### src/rtl/window_3x3_generator_pkg.sv
// Shared definitions for the 3x3 window generator: pixel/kernel/counter
// widths and the frame-tracking FSM state type.
package window_3x3_generator_pkg;

  localparam int unsigned PIXEL_W = 8;
  localparam int unsigned KERNEL  = 3;
  localparam int unsigned CNT_W   = 10;

  typedef enum logic [1:0] {
    IDLE   = 2'd0,
    FILL   = 2'd1,
    ACTIVE = 2'd2,
    DONE   = 2'd3
  } state_t;

endpackage

### src/rtl/window_3x3_generator_row_shift.sv
// window_row_shift: KERNEL-stage PIXEL_W-bit enable shift register for one
// tap row. Parallel output byte c holds column c (0 = oldest).
// Ports:
//   clk   in   rising-edge clock
//   rst_n in   asynchronous active-low reset
//   en    in   shift in din this cycle
//   din   in   newest pixel of the row
//   taps  out  {c2, c1, c0}
module window_row_shift
  import window_3x3_generator_pkg::*;
(
  input  logic                      clk,
  input  logic                      rst_n,
  input  logic                      en,
  input  logic [PIXEL_W-1:0]        din,
  output logic [KERNEL*PIXEL_W-1:0] taps
);

  // New pixel enters at the top byte; everything else moves one byte down.
  always_ff @(posedge clk or negedge rst_n) begin
    if (!rst_n) begin
      taps <= '0;
    end else if (en) begin
      taps <= {din, taps[KERNEL*PIXEL_W-1:PIXEL_W]};
    end
  end

endmodule

### src/rtl/window_3x3_generator.sv
// window_3x3_generator: builds a 3x3 pixel window from three line-buffer
// row taps, tracks column/row position and flags each complete window.
// Ports:
//   clk      in   rising-edge clock
//   rst_n    in   asynchronous active-low reset
//   valid_i  in   row0_i/row1_i/row2_i carry one valid column
//   row0_i   in   pixel from the oldest buffered row
//   row1_i   in   pixel from the middle row
//   row2_i   in   pixel from the newest row
//   window_o out  byte [8*(3r+c)+:8] = row r, col c (0 = oldest)
//   valid_o  out  window_o holds a complete window
//   done_o   out  pulse with the last window of the frame
//   busy_o   out  frame in progress (FILL or ACTIVE)
module window_3x3_generator
  import window_3x3_generator_pkg::*;
#(
  parameter int WIDTH  = 640,
  parameter int HEIGHT = 480
) (
  input  logic                              clk,
  input  logic                              rst_n,
  input  logic                              valid_i,
  input  logic [PIXEL_W-1:0]                row0_i,
  input  logic [PIXEL_W-1:0]                row1_i,
  input  logic [PIXEL_W-1:0]                row2_i,
  output logic [KERNEL*KERNEL*PIXEL_W-1:0]  window_o,
  output logic                              valid_o,
  output logic                              done_o,
  output logic                              busy_o
);

  localparam logic [CNT_W-1:0] COL_LAST = CNT_W'(WIDTH - 1);
  localparam logic [CNT_W-1:0] ROW_LAST = CNT_W'(HEIGHT - 3);

  logic [PIXEL_W-1:0]        row_px [KERNEL];
  logic [KERNEL*PIXEL_W-1:0] taps   [KERNEL];

  logic [CNT_W-1:0] col_cnt;
  logic [CNT_W-1:0] row_cnt;
  logic             col_last;
  logic             row_last;
  state_t           state;
  state_t           state_nxt;

  always_comb begin
    row_px[0] = row0_i;
    row_px[1] = row1_i;
    row_px[2] = row2_i;
  end

  for (genvar r = 0; r < KERNEL; r++) begin : g_row
    window_row_shift u_shift (
      .clk  (clk),
      .rst_n(rst_n),
      .en   (valid_i),
      .din  (row_px[r]),
      .taps (taps[r])
    );
  end

  assign window_o = {taps[2], taps[1], taps[0]};
  assign col_last = (col_cnt == COL_LAST);
  assign row_last = (row_cnt == ROW_LAST);

  always_ff @(posedge clk or negedge rst_n) begin
    if (!rst_n) begin
      col_cnt <= '0;
      row_cnt <= '0;
    end else if (valid_i) begin
      if (col_last) begin
        col_cnt <= '0;
        row_cnt <= row_last ? '0 : row_cnt + CNT_W'(1);
      end else begin
        col_cnt <= col_cnt + CNT_W'(1);
      end
    end
  end

  always_comb begin
    state_nxt = state;
    unique case (state)
      IDLE:    if (valid_i) state_nxt = FILL;
      FILL:    if (valid_i && col_cnt == CNT_W'(1)) state_nxt = ACTIVE;
      ACTIVE:  if (valid_i && col_last) state_nxt = row_last ? DONE : FILL;
      // A column arriving in DONE already starts the next frame.
      DONE:    state_nxt = valid_i ? FILL : IDLE;
      default: state_nxt = IDLE;
    endcase
  end

  // done_o/busy_o are registered from the next state so they line up with
  // the registered state rather than the combinational transition.
  always_ff @(posedge clk or negedge rst_n) begin
    if (!rst_n) begin
      state   <= IDLE;
      valid_o <= 1'b0;
      done_o  <= 1'b0;
      busy_o  <= 1'b0;
    end else begin
      state   <= state_nxt;
      valid_o <= valid_i && (col_cnt >= CNT_W'(2));
      done_o  <= (state_nxt == DONE);
      busy_o  <= (state_nxt == FILL) || (state_nxt == ACTIVE);
    end
  end

endmodule

### config.mk
export PLATFORM = sky130hd
export DESIGN_NAME = window_3x3_generator
export DESIGN_NICKNAME = d
export VERILOG_FILES = /design/src/rtl/window_3x3_generator_pkg.sv /design/src/rtl/window_3x3_generator_row_shift.sv /design/src/rtl/window_3x3_generator.sv
export SDC_FILE = /design/constraint.sdc
export NUM_CORES = 1
export LEC_CHECK = 0
export ABC_AREA = 1
export BUFFER_PORTS_ARGS = -buffer_cell sky130_fd_sc_hd__buf_2
export CORE_UTILIZATION = 45
export CTS_BUF_LIST = sky130_fd_sc_hd__clkbuf_4 sky130_fd_sc_hd__clkbuf_8 sky130_fd_sc_hd__clkbuf_16
export DETAILED_ROUTE_END_ITERATION = 6
export PLACE_DENSITY = 0.69
export SYNTH_ARGS = -nofsm -noshare
export SYNTH_HDL_FRONTEND = slang
export SYNTH_SLANG_ARGS = --single-unit
### constraint.sdc
create_clock -name clk -period 4.65 [get_ports clk]
set_input_delay 0.93 -clock clk [delete_from_list [all_inputs] [get_ports clk]]
set_output_delay 0.93 -clock clk [all_outputs]
set_load 0.05 [all_outputs]
==> results.json <==
{
  "antenna_found_initial": 0,
  "slew_violations": 0,
  "die_x_um": 99.3,
  "multi_input_area_um2": 1590,
  "cts_buffers": 9,
  "critical_path_class": "in -> reg",
  "track_usage_pct": 19.4,
  "synth_async_sr_flop_share_pct": 100,
  "rsz0062_at_grt": "no",
  "worstRegToRegCells": 9,
  "ys_ff_latch": 97,
  "start_util_pct": 46.3,
  "finalSetupTns_ns": 0,
  "synthCells": 502,
  "cts_resized": 0,
  "fin_worst_skew_ns": 0.0177,
  "whs_path_depth": 2,
  "r2r-start": "col_cnt[0]",
  "vias": 3425,
  "clk_latency_ns": 0.37,
  "grt_max_degree": 71,
  "ant_nets": 0,
  "fmax_ghz": 0.470,
  "p_leak_nw": 2.77,
  "nFillCells": 883,
  "regArea_um2": 2430,
  "ctsHoldBuffers": 0,
  "cp.required_ns": 4.90,
  "timing.final.hold_violations": 0,
  "viasPerCell": 4.78,
  "crit_top_cell": "nand2_1",
  "yosys_warnings": 0,
  "nets": 633,
  "wl_per_cell_um": 12.4,
  "start_kind": "input pin",
  "clockBufferDepth": 2,
  "die_h_um": 99.3,
  "synth_edf_count": 0,
  "clk_pin_slew_worst_paths_ns": 0.09,
  "worst-r2r-setup-slack_ns": 2.69,
  "yosysUniqueCellTypes": 34,
  "yosysSeqAreaShare_pct": 57.0,
  "post-route-min-period_ns": 2.13,
  "core_area_um2": 9200,
  "path_cells": "buf_2 > inv_2 > nor3_4 > nand2_4 > nand3_1 > nand2_1 > nand2_1 > ha_1",
  "drc": 0,
  "hold_path_class": "reg -> reg",
  "min_from": "g_row[2].u_shift.taps[5]",
  "crit_buf_inv": 2,
  "ys.flop_type": "dfrtp_1",
  "ir_worst_vdd_mv": 0.179,
  "n_antenna_cell": 0,
  "critical_path.slowest_cell": "buf_2",
  "wirelength_um": 8910,
  "drv_cap": 0,
  "syn_nets": 535,
  "yosys-top-cells-area": "dfrtp_1, nand2_1, inv_1",
  "root_buffer": "clkbuf_8",
  "clkSinkCount": 97,
  "drtIter0Drc": 170,
  "finalNonFillerCells": 716,
  "ios": 102,
  "synth_top_area_cell": "dfrtp_1",
  "dieArea_um2": 9850,
  "arrival_ns": 2.38,
  "dp_hpwl_um": 6260,
  "power_density_nw_per_um2": 414,
  "num_rows": 35,
  "power.total_w": 0.00208,
  "synth_most_common_cell": "nand2_1",
  "critPathTopFamily": "simple AND/OR/NAND/NOR gates",
  "synth_commonest_cells": "nand2_1, dfrtp_1, inv_1, nor2_1, o21ai_0",
  "path_max_fanout": 28,
  "tritoncts": "yes",
  "syn_area_per_cell_um2": 8.48,
  "min_to": "g_row[2].u_shift.taps[5]",
  "io_buffers": 101,
  "synth.top_cell.area_share_pct": 57.0,
  "grt_pass1_vias": 3285,
  "grt_overflow": 0,
  "critical-path-max-stage-delay_ns": 0.42,
  "synth_area_um2": 4260,
  "tightest_slew_ns": 0.856,
  "relSlewSlack_pct": 42.9,
  "status": "completed",
  "grt_pass1_wl_um": 15000,
  "h-tree-depth": 3,
  "gp_congestion": 0.858,
  "setup_viol": 0,
  "postLayoutCoreUtil_pct": 54.6,
  "firstDrtPassIters": 4,
  "endpoint_kind": "register",
  "rr_endpoint": "busy_o",
  "postCtsSetupBuffers": 0,
  "fin_crit_sh_pct": 45.8,
  "syn_to_final_growth_pct": 17.9,
  "dpl.cell_count": 700,
  "drive_above_1_share_pct": 23.8
}
[metal layers]
layer	up-vias	wire length (um)	global-route usage, %	part of all wire [%]
li1	1741	-	-	-
met5	-	0	0	0
met1	1576	4210	25.7	47
met2	94	4080	30.9	46
met3	14	431	4.01	4.8
met4	0	184	8.94	2.1
[logic make-up after synthesis]
family	count (synthesis)	share of synthesized area (%)
buffers and inverters	56	5.64
AO/OA/AOI/OAI	33	4.47
adder cells (fa/ha/maj)	6	1.76
flip-flops	97	57.0
AND/OR/NAND/NOR	304	29.9
XOR/XNOR	6	1.23
[flip-flops by register name, summed over array words and instances, names as in the netlist]
signal and cells:
g_row.u_shift.taps 72, valid_o 1, col_cnt 10, done_o 1, state 2, busy_o 1, row_cnt 10
[area by class of cell]
type | instances | area share (%)
Sequential cell | 97 | 48.4
Tap cell | 111 | 2.77
Timing Repair Buffer | 105 | 10.7
Inverter | 38 | 2.84
Clock buffer | 9 | 2.47
Clock inverter | 7 | 1.20
Multi-Input combinational cell | 349 | 31.7
[stage by stage]
stage / area, um^2 / hold slack, ns / setup slack [ns]
after floorplan: 4260 / 0.499 / 2.81
after global placement: 4840 / 0.449 / 2.18
after detailed placement: 4840 / 0.453 / 2.13
after CTS: 5020 / 0.477 / 2.52
after global routing: 5020 / 0.509 / 2.35
final: 5020 / 0.474 / 2.52
[cell usage in the layout (no fill, tap or decap), types with 6 or more instances in the layout]
master,instances
nor2_1,27
o21ai_0,22
nand2_1,237
dfrtp_1,97
inv_1,35
ha_1,6
buf_2,100
nand3_1,11
clkbuf_8,9
[where the power goes]
group          switching [W]  internal, W
clock               0.000313     0.000205
sequential         0.0000800     0.000938
combinational       0.000414     0.000126
total               0.000807      0.00127
[how the worst max path moves through the flow]
stage / startpoint / cells past startpoint / slack (ns) / endpoint
6_report: valid_i / 8 / 2.52 / busy_o
5_1_grt: valid_i / 8 / 2.35 / busy_o
4_1_cts: valid_i / 8 / 2.52 / busy_o
3_5_place_dp: valid_i / 8 / 2.13 / busy_o
3_3_place_gp: valid_i / 8 / 2.18 / busy_o
2_1_floorplan: valid_i / 7 / 2.81 / busy_o
[worst min-delay path, stage by stage, from the launching register on]
cell	delay, ns
dfrtp_1	0.35
nand2_1	0.06
nand2_1	0.05
Note: power is estimated with default switching activity, not from simulation.
